$ cat src/rtl/conv_layer_sequencer.sv
// ============================================================================
// Module   : conv_layer_sequencer
// Purpose  : Walks one 3x3 valid convolution layer over the local pixel,
//            weight and bias memories: per output element it reads the bias,
//            streams the kernel window into the MAC datapath, drains the
//            memory latency and writes the accumulator to result memory.
//            Raises the CPU interrupt once the whole layer is written.
// Revision : 1.0 - initial release
// ============================================================================
`default_nettype none

module conv_layer_sequencer #(
    parameter int IMG_W  = 32,
    parameter int IMG_H  = 32,
    parameter int IN_CH  = 3,
    parameter int OUT_CH = 8,
    parameter int K      = 3
) (
    input  logic        clk,
    input  logic        rst,
    input  logic        layer1_input_store_done,
    input  logic        layer1_weight_store_done,
    input  logic        layer1_bias_store_done,
    input  logic [1:0]  image_set_register_data_output,
    output logic        busy,
    output logic        pixel_rd,
    output logic [15:0] pixel_rd_addr,
    output logic        weight_rd,
    output logic [15:0] weight_rd_addr,
    output logic        bias_rd,
    output logic [15:0] bias_rd_addr,
    output logic        acc_load_bias,
    output logic        mac_en,
    output logic        result_write,
    output logic [15:0] result_addr,
    output logic        interrupt_register_write_signal,
    output logic        interrupt_register_data_in
);

    localparam int OH = IMG_H - K + 1;
    localparam int OW = IMG_W - K + 1;

    // Loop limits and address strides, all in the 16-bit address domain
    localparam logic [15:0] KX_LAST   = 16'(K - 1);
    localparam logic [15:0] IC_LAST   = 16'(IN_CH - 1);
    localparam logic [15:0] OC_LAST   = 16'(OUT_CH - 1);
    localparam logic [15:0] OCOL_LAST = 16'(OW - 1);
    localparam logic [15:0] OROW_LAST = 16'(OH - 1);
    localparam logic [15:0] PLANE_IN  = 16'(IMG_H * IMG_W);
    localparam logic [15:0] PLANE_OUT = 16'(OH * OW);
    localparam logic [15:0] ROW_IN    = 16'(IMG_W);
    localparam logic [15:0] ROW_OUT   = 16'(OW);
    localparam logic [15:0] KSIDE     = 16'(K);
    localparam logic [15:0] CH_IN     = 16'(IN_CH);

    localparam logic [2:0] ST_IDLE  = 3'd0;
    localparam logic [2:0] ST_BIAS  = 3'd1;
    localparam logic [2:0] ST_MAC   = 3'd2;
    localparam logic [2:0] ST_DRAIN = 3'd3;
    localparam logic [2:0] ST_WRITE = 3'd4;
    localparam logic [2:0] ST_DONE  = 3'd5;

    logic [2:0]  state;
    logic [15:0] orow, ocol, oc, ic, ky, kx;
    logic        input_ready, weight_ready, bias_ready;
    logic        start_ok;

    assign start_ok = (image_set_register_data_output == 2'b01) &&
                      input_ready && weight_ready && bias_ready;

    // Sticky load flags; a fresh image is required for every run, so only the
    // input flag is consumed when the layer completes
    always_ff @(posedge clk or negedge rst) begin
        if (!rst) begin
            input_ready  <= 1'b0;
            weight_ready <= 1'b0;
            bias_ready   <= 1'b0;
        end else begin
            if (state == ST_DONE)
                input_ready <= 1'b0;
            if (layer1_input_store_done)
                input_ready <= 1'b1;
            if (layer1_weight_store_done)
                weight_ready <= 1'b1;
            if (layer1_bias_store_done)
                bias_ready <= 1'b1;
        end
    end

    // Sequencer FSM with nested loop counters (orow > ocol > oc > ic > ky > kx)
    always_ff @(posedge clk or negedge rst) begin
        if (!rst) begin
            state <= ST_IDLE;
            orow  <= '0;
            ocol  <= '0;
            oc    <= '0;
            ic    <= '0;
            ky    <= '0;
            kx    <= '0;
        end else begin
            case (state)
                ST_IDLE: begin
                    if (start_ok) begin
                        state <= ST_BIAS;
                        orow  <= '0;
                        ocol  <= '0;
                        oc    <= '0;
                        ic    <= '0;
                        ky    <= '0;
                        kx    <= '0;
                    end
                end
                ST_BIAS: state <= ST_MAC;
                ST_MAC: begin
                    if (kx == KX_LAST) begin
                        kx <= '0;
                        if (ky == KX_LAST) begin
                            ky <= '0;
                            if (ic == IC_LAST) begin
                                ic    <= '0;
                                state <= ST_DRAIN;
                            end else begin
                                ic <= ic + 16'd1;
                            end
                        end else begin
                            ky <= ky + 16'd1;
                        end
                    end else begin
                        kx <= kx + 16'd1;
                    end
                end
                ST_DRAIN: state <= ST_WRITE;
                ST_WRITE: begin
                    state <= ST_BIAS;
                    if (oc == OC_LAST) begin
                        oc <= '0;
                        if (ocol == OCOL_LAST) begin
                            ocol <= '0;
                            if (orow == OROW_LAST) begin
                                orow  <= '0;
                                state <= ST_DONE;
                            end else begin
                                orow <= orow + 16'd1;
                            end
                        end else begin
                            ocol <= ocol + 16'd1;
                        end
                    end else begin
                        oc <= oc + 16'd1;
                    end
                end
                ST_DONE: state <= ST_IDLE;
                default: state <= ST_IDLE;
            endcase
        end
    end

    // Read data returns one cycle after the strobe, so the datapath controls
    // are the read strobes delayed by one cycle
    always_ff @(posedge clk or negedge rst) begin
        if (!rst) begin
            acc_load_bias <= 1'b0;
            mac_en        <= 1'b0;
        end else begin
            acc_load_bias <= bias_rd;
            mac_en        <= pixel_rd & weight_rd;
        end
    end

    // Strobes decode straight from state; addresses are gated to zero when idle
    always_comb begin
        busy                            = (state != ST_IDLE);
        bias_rd                         = (state == ST_BIAS);
        pixel_rd                        = (state == ST_MAC);
        weight_rd                       = (state == ST_MAC);
        result_write                    = (state == ST_WRITE);
        interrupt_register_write_signal = (state == ST_DONE);
        interrupt_register_data_in      = (state == ST_DONE);
        bias_rd_addr   = bias_rd ? oc : 16'd0;
        pixel_rd_addr  = pixel_rd ?
                         (ic * PLANE_IN + (orow + ky) * ROW_IN + (ocol + kx)) : 16'd0;
        weight_rd_addr = weight_rd ?
                         (((oc * CH_IN + ic) * KSIDE + ky) * KSIDE + kx) : 16'd0;
        result_addr    = result_write ?
                         (oc * PLANE_OUT + orow * ROW_OUT + ocol) : 16'd0;
    end

endmodule

`default_nettype wire
$ cat config.mk
export PLATFORM = sky130hd
export DESIGN_NAME = conv_layer_sequencer
export DESIGN_NICKNAME = d
export VERILOG_FILES = /design/src/rtl/conv_layer_sequencer.sv
export SDC_FILE = /design/constraint.sdc
export NUM_CORES = 1
export LEC_CHECK = 0
export CAP_MARGIN = 20
export CORE_ASPECT_RATIO = 1.1
export CORE_MARGIN = 3
export CORE_UTILIZATION = 35
export CTS_CLUSTER_DIAMETER = 40
export DETAILED_ROUTE_END_ITERATION = 8
export PLACE_DENSITY = 0.5
export SLEW_MARGIN = 25
export SYNTH_ARGS = -nofsm -noshare
export SYNTH_HDL_FRONTEND = slang
export SYNTH_SLANG_ARGS = --single-unit
$ cat constraint.sdc
create_clock -name clk -period 7.8 [get_ports clk]
set_clock_uncertainty 0.1 [all_clocks]
set_input_delay 1.56 -clock clk [delete_from_list [all_inputs] [get_ports clk]]
set_output_delay 1.56 -clock clk [all_outputs]
set_load 0.005 [all_outputs]
==> results of run 1 <==
[worst reg2reg max path, stage by stage, from the launching register on]
cell,delay (ns)
dfrtp_1,0.50
nor2_1,0.37
nand2_1,0.09
buf_4,0.25
inv_2,0.28
nor2_1,0.12
nor2b_2,0.22
nand2_1,0.43
nor2_1,0.80
nand4_1,0.16
o21ai_0,0.19
[cell usage after synthesis (35+ instances only)]
master	count	area, µm²
xnor2_1	79	692
xor2_1	48	420
nand2_1	89	334
nor2_1	154	578
fa_1	103	2060
inv_1	154	578
o21ai_0	123	616
a21oi_1	72	360
nand3_1	35	175
dfrtp_1	104	2600
ha_1	185	2310
and3_1	39	244
[area by class of cell]
| class | count | area [µm²] |
|---|---|---|
| Timing Repair Buffer | 236 | 1980 |
| Antenna cell | 1 | 2.50 |
| Fill cell | 3631 | 20000 |
| Clock inverter | 6 | 55.1 |
| Clock buffer | 10 | 239 |
| Inverter | 157 | 589 |
| Sequential cell | 104 | 2610 |
| Multi-Input combinational cell | 1212 | 10500 |
| Tap cell | 487 | 609 |
[logic make-up (layout without fill, tap and decap cells)]
group / after synthesis / after routing / share of synthesized area
and+or+nand+nor: 461 / 461 / 0.171
AOI/OAI and AO/OA: 330 / 330 / 0.152
adders and majority gates: 288 / 288 / 0.334
buffers and inverters: 186 / 409 / 0.0540
xor gates and xnor gates: 130 / 130 / 0.0886
DFF: 104 / 104 / 0.198
muxes: 3 / 3 / 0.00248
other: 0 / 1 / 0
[state kept, by name (all words and copies together), names as in the netlist]
name / flops
bias_ready: 1
mac_en: 1
input_ready: 1
orow: 16
weight_ready: 1
ic: 16
kx: 16
ky: 16
oc: 16
ocol: 16
state: 3
acc_load_bias: 1
[power by group through the flow]
stage	Combinational, µW	Clock, µW	Sequential (µW)
finish	1920	470	659
global route	2160	505	667
floorplan	1090	0	641
CTS	1920	483	659
global placement	1840	0	668
detailed placement	1850	0	670
[worst paths after layout]
kind	end	depth (start not counted)	slack [ns]	startpoint
min reg2reg	orow[15]	1	0.38	orow[15]
min in group asynchronous	ocol[0]	1	1.15	rst
min	orow[15]	1	0.38	orow[15]
max in group asynchronous	oc[1]	2	5.15	rst
max	weight_rd_addr[15]	31	-0.17	oc[1]
max reg2reg	ic[10]	10	4.21	state[2]
[repair_timing]
item                                    in CTS  in global routing
hold buffers                                 0                  0
endpoints found under the setup margin       9                 10
pin swaps                                   76                 69
gates resized for setup                     93                 57
buffers inserted                            24                 14
gates cloned                                 0                  0
[metal layers]
layer  routed length, µm  part of all wire  GRT usage
met5                   0                 0          0
met2               17300              0.48      0.310
met4                 624             0.017     0.0385
met3                 946             0.026     0.0163
met1               17100              0.47      0.252
[per-stage QoR]
step / cell area, µm² / hold slack (ns) / worst slack, ns
final: 16500 / 0.380 / -0.172
after global placement: 15300 / 0.359 / -0.466
after global routing: 16500 / 0.419 / -0.431
after floorplan: 13100 / 0.339 / 0.0709
after detailed placement: 15300 / 0.359 / -0.624
after CTS: 16200 / 0.378 / -0.271
==> impl_metrics.csv, run 1 <==
group,metric,value,unit
routing,vias_per_cell,5.06,
synth,synth_cells,1502,
outcome,violations,"negative setup slack",
clock_network,cts_tree,"built",
synth,yosysUniqueCellTypes,70,
routing,drt-initial-drc-count,519,
timing,rsz0062_at_grt,"yes",
clock_network,clk_pin_slew_worst_paths,0.07,ns
timing,final-hold-violation-count,0,
global_route,grt_start_max_net_pins,55,
global_route,grt_pass1_wl,58400,µm
finish,fin_cells,2213,
floorplanning,die_width,191,µm
clock_network,clock_tree.root_cell,"clkbuf_16",
timing,max_freq,125,MHz
floorplanning,dieArea,39800,µm²
timing,tightest_slew,0.994,ns
finish,drive_gt1_frac,0.184,
finish,final_common_cell,"ha_1",
timing,fin_setup_tns,-0.172,ns
clock_network,cts_buffers,9,
worst_setup_path,path_buf_inv,8,
floorplanning,ioPinCount,80,
worst_setup_path,cp.required,6.14,ns
placed_design,gp_congestion,0.823,
timing,min_period_over_period,1.02,
pwr,ir_drop,445,µV
worst_setup_path,crit_arrival,6.31,ns
worst_setup_path,cp_common_cell,"buf_4",
finish,area_growth,26.1,%
synth,synth-seq-cells,104,
worst_setup_path,worst-setup-path-type,"reg2out",
synth,synth_nets,1797,
clock_network,cts-htree-levels,3,
pwr,p_seq_frac,0.216,
timing,fin_ws,-0.172,ns
placed_design,dp_hpwl,28300,µm
routing,ant_nets,0,
global_route,grt_overflow,0,
placed_design,port_buffers,79,
timing,finalSetupViolations,1,
synth,synthFlopType,"dfrtp_1",
finish,finalNetCount,2015,
routing,vias,11200,
clock_network,cts.sinks,104,
synth,ys_warn_count,0,
routing,drt-total-wl,36000,µm
pwr,total_power,3050,µW
timing,max_slew_margin,0.335,
worst_setup_path,end_kind,"output port",
synth,synth_area,13100,µm²
timing,maxSlewViolCount,0,
global_route,grt.total_usage,0.182,
pwr,power_density,184,nW/µm²
worst_setup_path,crit_path_top_delay_cell,"fa_2",
synth,synth_edf_count,0,
placed_design,dp_cells,2162,
pwr,comb_power_share,0.629,
routing,wire_per_inst,16.3,µm
clock_network,clk_latency,0.36,ns
floorplanning,core-area,36500,µm²
worst_setup_path,max_stage_delay,0.56,ns
clock_network,clk_path_buf_depth,2,
worst_setup_path,critPathLaunchType,"flip-flop",
outcome,status,"finished with violations",
worst_setup_path,critPathMaxFanout,4,
pwr,swShare,0.427,
global_route,grt_pass1_vias,11100,
finish,layout_common_cells,"ha_1, buf_4, inv_1",
pwr,p_sw,1300,µW
synth,syn_avg_cell_area,8.73,µm²
synth,yosysSeqAreaShare,0.198,
routing,drcViolationCount,0,
worst_setup_path,path_delay_family,"adder cells",
pwr,intPower,1740,µW
pwr,clkPwrFrac,0.154,
floorplanning,die_h,209,µm
synth,synth_async_sr_flop_share,1.00,
global_route,antenna_found_initial,0,
floorplanning,rows,73,
floorplanning,initial_core_util,0.359,
timing,post-route-min-period,7.97,ns
hold_path,hp-class,"reg2reg",
job,drv_cap,0,
pwr,power_leakage,0.00854,µW
finish,fin_util,0.453,
routing,dr.pass1.iters,5,
No activity file was read; power rests on OpenSTA's default activity.
==> inputs of run 2 (changes only) <==
--- a/config.mk
+++ b/config.mk
@@ -11,8 +11,8 @@
 export CORE_UTILIZATION = 35
 export CTS_CLUSTER_DIAMETER = 40
 export DETAILED_ROUTE_END_ITERATION = 8
+export HOLD_SLACK_MARGIN = 0.1
 export PLACE_DENSITY = 0.5
-export SLEW_MARGIN = 25
 export SYNTH_ARGS = -nofsm -noshare
 export SYNTH_HDL_FRONTEND = slang
 export SYNTH_SLANG_ARGS = --single-unit
==> impl_metrics.csv, run 2 (synthesis results as in run 1) <==
group,metric,value,unit
floorplanning,initial_core_util,0.359,
floorplanning,dieArea,39800,µm²
hold_path,hold_depth,1,
placed_design,dp_hpwl,28300,µm
worst_setup_path,r2r_slack,4.24,ns
placed_design,post_dp_cell_area,15300,µm²
finish,stdcell_area,16500,µm²
timing,post-route-min-period,7.97,ns
global_route,grt_overflow,0,
pwr,total_power,3040,µW
hold_path,hp-start,"bias_ready",
worst_setup_path,critPathLaunchType,"flip-flop",
timing,rsz0062_at_grt,"yes",
timing,finalSetupViolations,1,
clock_network,clock_tree.root_cell,"clkbuf_16",
global_route,grt_pass1_wl,58400,µm
clock_network,clk_path_buf_depth,2,
placed_design,port_buffers,79,
global_route,antenna_found_initial,0,
finish,finalNetCount,2015,
worst_setup_path,path_delay_family,"adder cells",
global_route,grt.total_usage,0.182,
worst_setup_path,crit-reg2reg-launch,"state[2]",
job,drv_cap,0,
worst_setup_path,path_buf_inv,8,
timing,min_period_over_period,1.02,
placed_design,gp_congestion,0.823,
timing,final-hold-violation-count,0,
hold_path,hp-class,"reg2reg",
routing,vias_per_cell,5.05,
floorplanning,ioPinCount,80,
clock_network,cts.sinks,104,
finish,layout_common_cells,"ha_1, buf_4, inv_1",
floorplanning,core-area,36500,µm²
outcome,violations,"negative setup slack",
timing,maxSlewViolCount,0,
timing,fin_ws,-0.173,ns
worst_setup_path,worst-setup-path-type,"reg2out",
clock_network,cts_tree,"built",
finish,drive_gt1_frac,0.184,
routing,wire_per_inst,16.3,µm
worst_setup_path,worstReg2RegEnd,"ic[10]",
finish,area_growth,26.1,%
clock_network,cts-htree-levels,3,
pwr,ir_drop,445,µV
worst_setup_path,cp_common_cell,"buf_4",
timing,max_freq,125,MHz
routing,drt-total-wl,36000,µm
outcome,status,"finished with violations",
clock_network,cts_buffers,9,
finish,final_common_cell,"ha_1",
clock_network,clk_latency,0.36,ns
finish,fill_cells,3631,
timing,fin_setup_tns,-0.173,ns
worst_setup_path,cp.required,6.14,ns
clock_network,hold_buffers,0,
floorplanning,die_h,209,µm
floorplanning,die_width,191,µm
routing,dr.pass1.iters,5,
worst_setup_path,crit_arrival,6.31,ns
clock_network,clk_pin_slew_worst_paths,0.09,ns
pwr,power_density,184,nW/µm²
worst_setup_path,crit_path_top_delay_cell,"fa_2",
timing,tightest_slew,1.08,ns
pwr,power_leakage,0.00854,µW
routing,vias,11200,
worst_setup_path,max_stage_delay,0.56,ns
global_route,grt_pass1_vias,11100,
floorplanning,rows,73,
global_route,grt_start_max_net_pins,55,
worst_setup_path,end_kind,"output port",
worst_setup_path,reg2reg_depth,10,
routing,drcViolationCount,0,
timing,max_slew_margin,0.278,
hold_path,whs_endpoint,"bias_ready",
routing,drt-initial-drc-count,486,
timing,hold_ws,0.380,ns
routing,ant_nets,0,
worst_setup_path,critPathMaxFanout,4,
## run 2: cell counts in the layout (fill, tap and decap cells not counted)
No cell type changed its count.
## run 2: how the worst max path moves through the flow
stage / slack [ns] / to / start / depth (start not counted)
floorplan: 0.07 / weight_rd_addr[15] / oc[0] / 29
global placement: -0.47 / weight_rd_addr[15] / oc[1] / 30
detailed placement: -0.62 / weight_rd_addr[15] / oc[1] / 30
CTS: -0.27 / weight_rd_addr[15] / oc[1] / 32
global route: -0.43 / weight_rd_addr[15] / oc[1] / 32
finish: -0.17 / weight_rd_addr[15] / oc[1] / 31
## run 2: what timing repair did
item,4_1_cts,5_1_grt
endpoints found under the hold margin,0,0
setup endpoints to repair,9,10
resized for setup,93,57
pin swaps,76,69
buffers inserted,24,14
## run 2: final cells by class
class | count | area, µm² | share of cell area
repair buffers | 236 | 1980 | 0.120
diodes | 1 | 2.50 | 0.000151
clock buffers | 10 | 239 | 0.0145
well taps | 487 | 609 | 0.0369
inverters | 157 | 589 | 0.0356
flip-flops and latches | 104 | 2610 | 0.158
multi-input cells | 1212 | 10500 | 0.632
clock inverters | 6 | 55.1 | 0.00333
## run 2: layer usage
layer	vias up	wire, µm	global-route usage	part of all wire
li1	5520	-	-	-
met1	5440	17000	0.252	0.47
met2	173	17400	0.310	0.48
met3	34	971	0.0163	0.027
met4	0	614	0.0385	0.017
met5	-	0	0	0
## run 2: power breakdown
group          switching [µW]  internal, µW  total, µW  leakage, µW
Clock                     237           234        471     0.000146
Sequential               81.5           577        658      0.00142
Combinational             982           933       1910      0.00697
Total                    1300          1740       3040      0.00854
## run 2: per-stage QoR
stage          worst slack (ns)  utilization  std cells
2_1_floorplan            0.0709            -       1502
3_5_place_dp             -0.624        0.419       2162
4_1_cts                  -0.271        0.443       2199
3_3_place_gp             -0.466        0.419       2162
5_1_grt                  -0.431        0.452       2212
6_report                 -0.173        0.452       2213
==> inputs of run 3 (changes only) <==
--- a/config.mk
+++ b/config.mk
@@ -6,13 +6,14 @@
 export NUM_CORES = 1
 export LEC_CHECK = 0
 export CAP_MARGIN = 20
+export CELL_PAD_IN_SITES_DETAIL_PLACEMENT = 0
+export CELL_PAD_IN_SITES_GLOBAL_PLACEMENT = 2
 export CORE_ASPECT_RATIO = 1.1
-export CORE_MARGIN = 3
 export CORE_UTILIZATION = 35
 export CTS_CLUSTER_DIAMETER = 40
 export DETAILED_ROUTE_END_ITERATION = 8
 export HOLD_SLACK_MARGIN = 0.1
-export PLACE_DENSITY = 0.5
+export PLACE_DENSITY = 0.75
 export SYNTH_ARGS = -nofsm -noshare
 export SYNTH_HDL_FRONTEND = slang
 export SYNTH_SLANG_ARGS = --single-unit
==> impl_metrics.csv, run 3 (synthesis results as in run 1) <==
group,metric,value,unit
placed_design,dp_hpwl,28700,µm
global_route,grt_start_max_net_pins,58,
worst_setup_path,max_stage_delay,0.52,ns
worst_setup_path,end_kind,"output port",
outcome,violations,"negative setup slack",
finish,drive_gt1_frac,0.170,
routing,ant_nets,0,
floorplanning,core-area,36500,µm²
job,drv_cap,0,
pwr,swShare,0.429,
worst_setup_path,reg2reg_depth,11,
finish,layout_common_cells,"ha_1, buf_4, nor2_1",
pwr,p_seq_frac,0.218,
placed_design,port_buffers,79,
worst_setup_path,crit_path_top_delay_cell,"fa_1",
clock_network,clk_latency,0.37,ns
placed_design,gp_congestion,0.804,
floorplanning,dieArea,38200,µm²
clock_network,clock_tree.root_cell,"clkbuf_16",
hold_path,hp-start,"orow[15]",
finish,area_growth,24.5,%
floorplanning,die_h,205,µm
clock_network,clk_path_buf_depth,2,
global_route,grt_overflow,0,
finish,n_antenna_cell,0,
worst_setup_path,worst-setup-path-type,"reg2out",
pwr,ir_drop,573,µV
routing,drcViolationCount,0,
floorplanning,rows,73,
floorplanning,die_width,187,µm
worst_setup_path,startpoint,"oc[1]",
worst_setup_path,crit-reg2reg-launch,"state[2]",
timing,max_slew_margin,0.313,
worst_setup_path,critPathLaunchType,"flip-flop",
finish,final_common_cell,"ha_1",
clock_network,cts.sinks,104,
global_route,grt.total_usage,0.198,
routing,drt-initial-drc-count,424,
clock_network,cts-htree-levels,3,
finish,finalNetCount,2008,
clock_network,clk_pin_slew_worst_paths,0.08,ns
timing,fin_setup_tns,-0.109,ns
timing,tightest_slew,1.03,ns
pwr,p_sw,1290,µW
timing,final-hold-violation-count,0,
global_route,grt_pass1_vias,11100,
hold_path,hold_depth,1,
floorplanning,initial_core_util,0.359,
finish,fill_cells,3659,
timing,fin_ws,-0.109,ns
routing,vias,11000,
finish,fin_util,0.447,
routing,dr.pass1.iters,5,
routing,vias_per_cell,4.99,
clock_network,cts_tree,"built",
hold_path,hp-class,"reg2reg",
pwr,power_density,184,nW/µm²
worst_setup_path,critPathMaxFanout,4,
pwr,intPower,1710,µW
timing,post-route-min-period,7.91,ns
timing,rsz0062_at_grt,"yes",
worst_setup_path,cp_common_cell,"buf_4",
timing,min_period_over_period,1.01,
outcome,status,"finished with violations",
pwr,power_leakage,0.00845,µW
worst_setup_path,cp.required,6.14,ns
timing,finalSetupViolations,1,
floorplanning,ioPinCount,80,
pwr,comb_power_share,0.632,
pwr,clkPwrFrac,0.150,
routing,wire_per_inst,16.5,µm
worst_setup_path,crit_arrival,6.25,ns
global_route,grt_pass1_wl,60200,µm
clock_network,cts_buffers,9,
global_route,antenna_found_initial,0,
timing,max_freq,126,MHz
timing,maxSlewViolCount,0,
routing,drt-total-wl,36500,µm
[run 3: path summary, 6_finish.rpt]
path	endpoint	slack (ns)
worst max-delay path	weight_rd_addr[15]	-0.11
worst min-delay path	orow[15]	0.37
worst max register to register	ic[10]	3.83
worst min register to register	orow[15]	0.37
max in group asynchronous	orow[1]	5.10
min in group asynchronous	input_ready	1.12
[run 3: cell type report]
cell class                 count  area, µm²  share of cell area
sequential                   104       2610               0.160
tap                          487        609              0.0373
clock inverter                 4       30.0             0.00184
timing repair buffer         229       1900               0.116
inverter                     157        589              0.0361
clock buffer                  12        236              0.0145
multi-input combinational   1212      10400               0.634
[run 3: power by group through the flow]
stage	logic, µW	registers [µW]	clock network [µW]
after floorplan	1090	641	0
after global placement	1830	665	0
after detailed placement	1860	667	0
after CTS	1900	656	464
after global routing	2150	663	478
final	1900	653	450
[run 3: stage by stage]
step / hold WS, ns / instances / power, µW / cell area, µm² / setup WS, ns
final: 0.367 / 2205 / 3000 / 16300 / -0.109
after global routing: 0.385 / 2205 / 3290 / 16300 / -0.449
after CTS: 0.371 / 2193 / 3020 / 16000 / -0.210
after detailed placement: 0.358 / 2167 / 2530 / 15400 / -0.605
after global placement: 0.355 / 2167 / 2500 / 15400 / -0.482
after floorplan: 0.339 / 1502 / 1730 / 13100 / 0.0709
[run 3: timing repair]
action | in CTS | in global routing
setup endpoints to repair | 9 | 10
buffers inserted | 10 | 11
hold buffers | 0 | 0
resized for setup | 73 | 52
pin swaps | 47 | 58
[run 3: critical path: cells and delay by family (launching register included)]
kind | cells | cell delay [ns]
adder cells (fa/ha/maj) | 6 | 1.91
XOR/XNOR | 4 | 0.59
buffers and inverters | 5 | 0.57
flip-flops | 1 | 0.42
AND/OR/NAND/NOR | 7 | 1.17
AO/OA/AOI/OAI | 7 | 1.21
[run 3: layer usage]
metal,wire length [µm],part of all wire,GRT usage
met5,0,0,0
met1,17500,0.48,0.269
met2,17400,0.48,0.340
met3,1070,0.029,0.0228
met4,502,0.014,0.0407
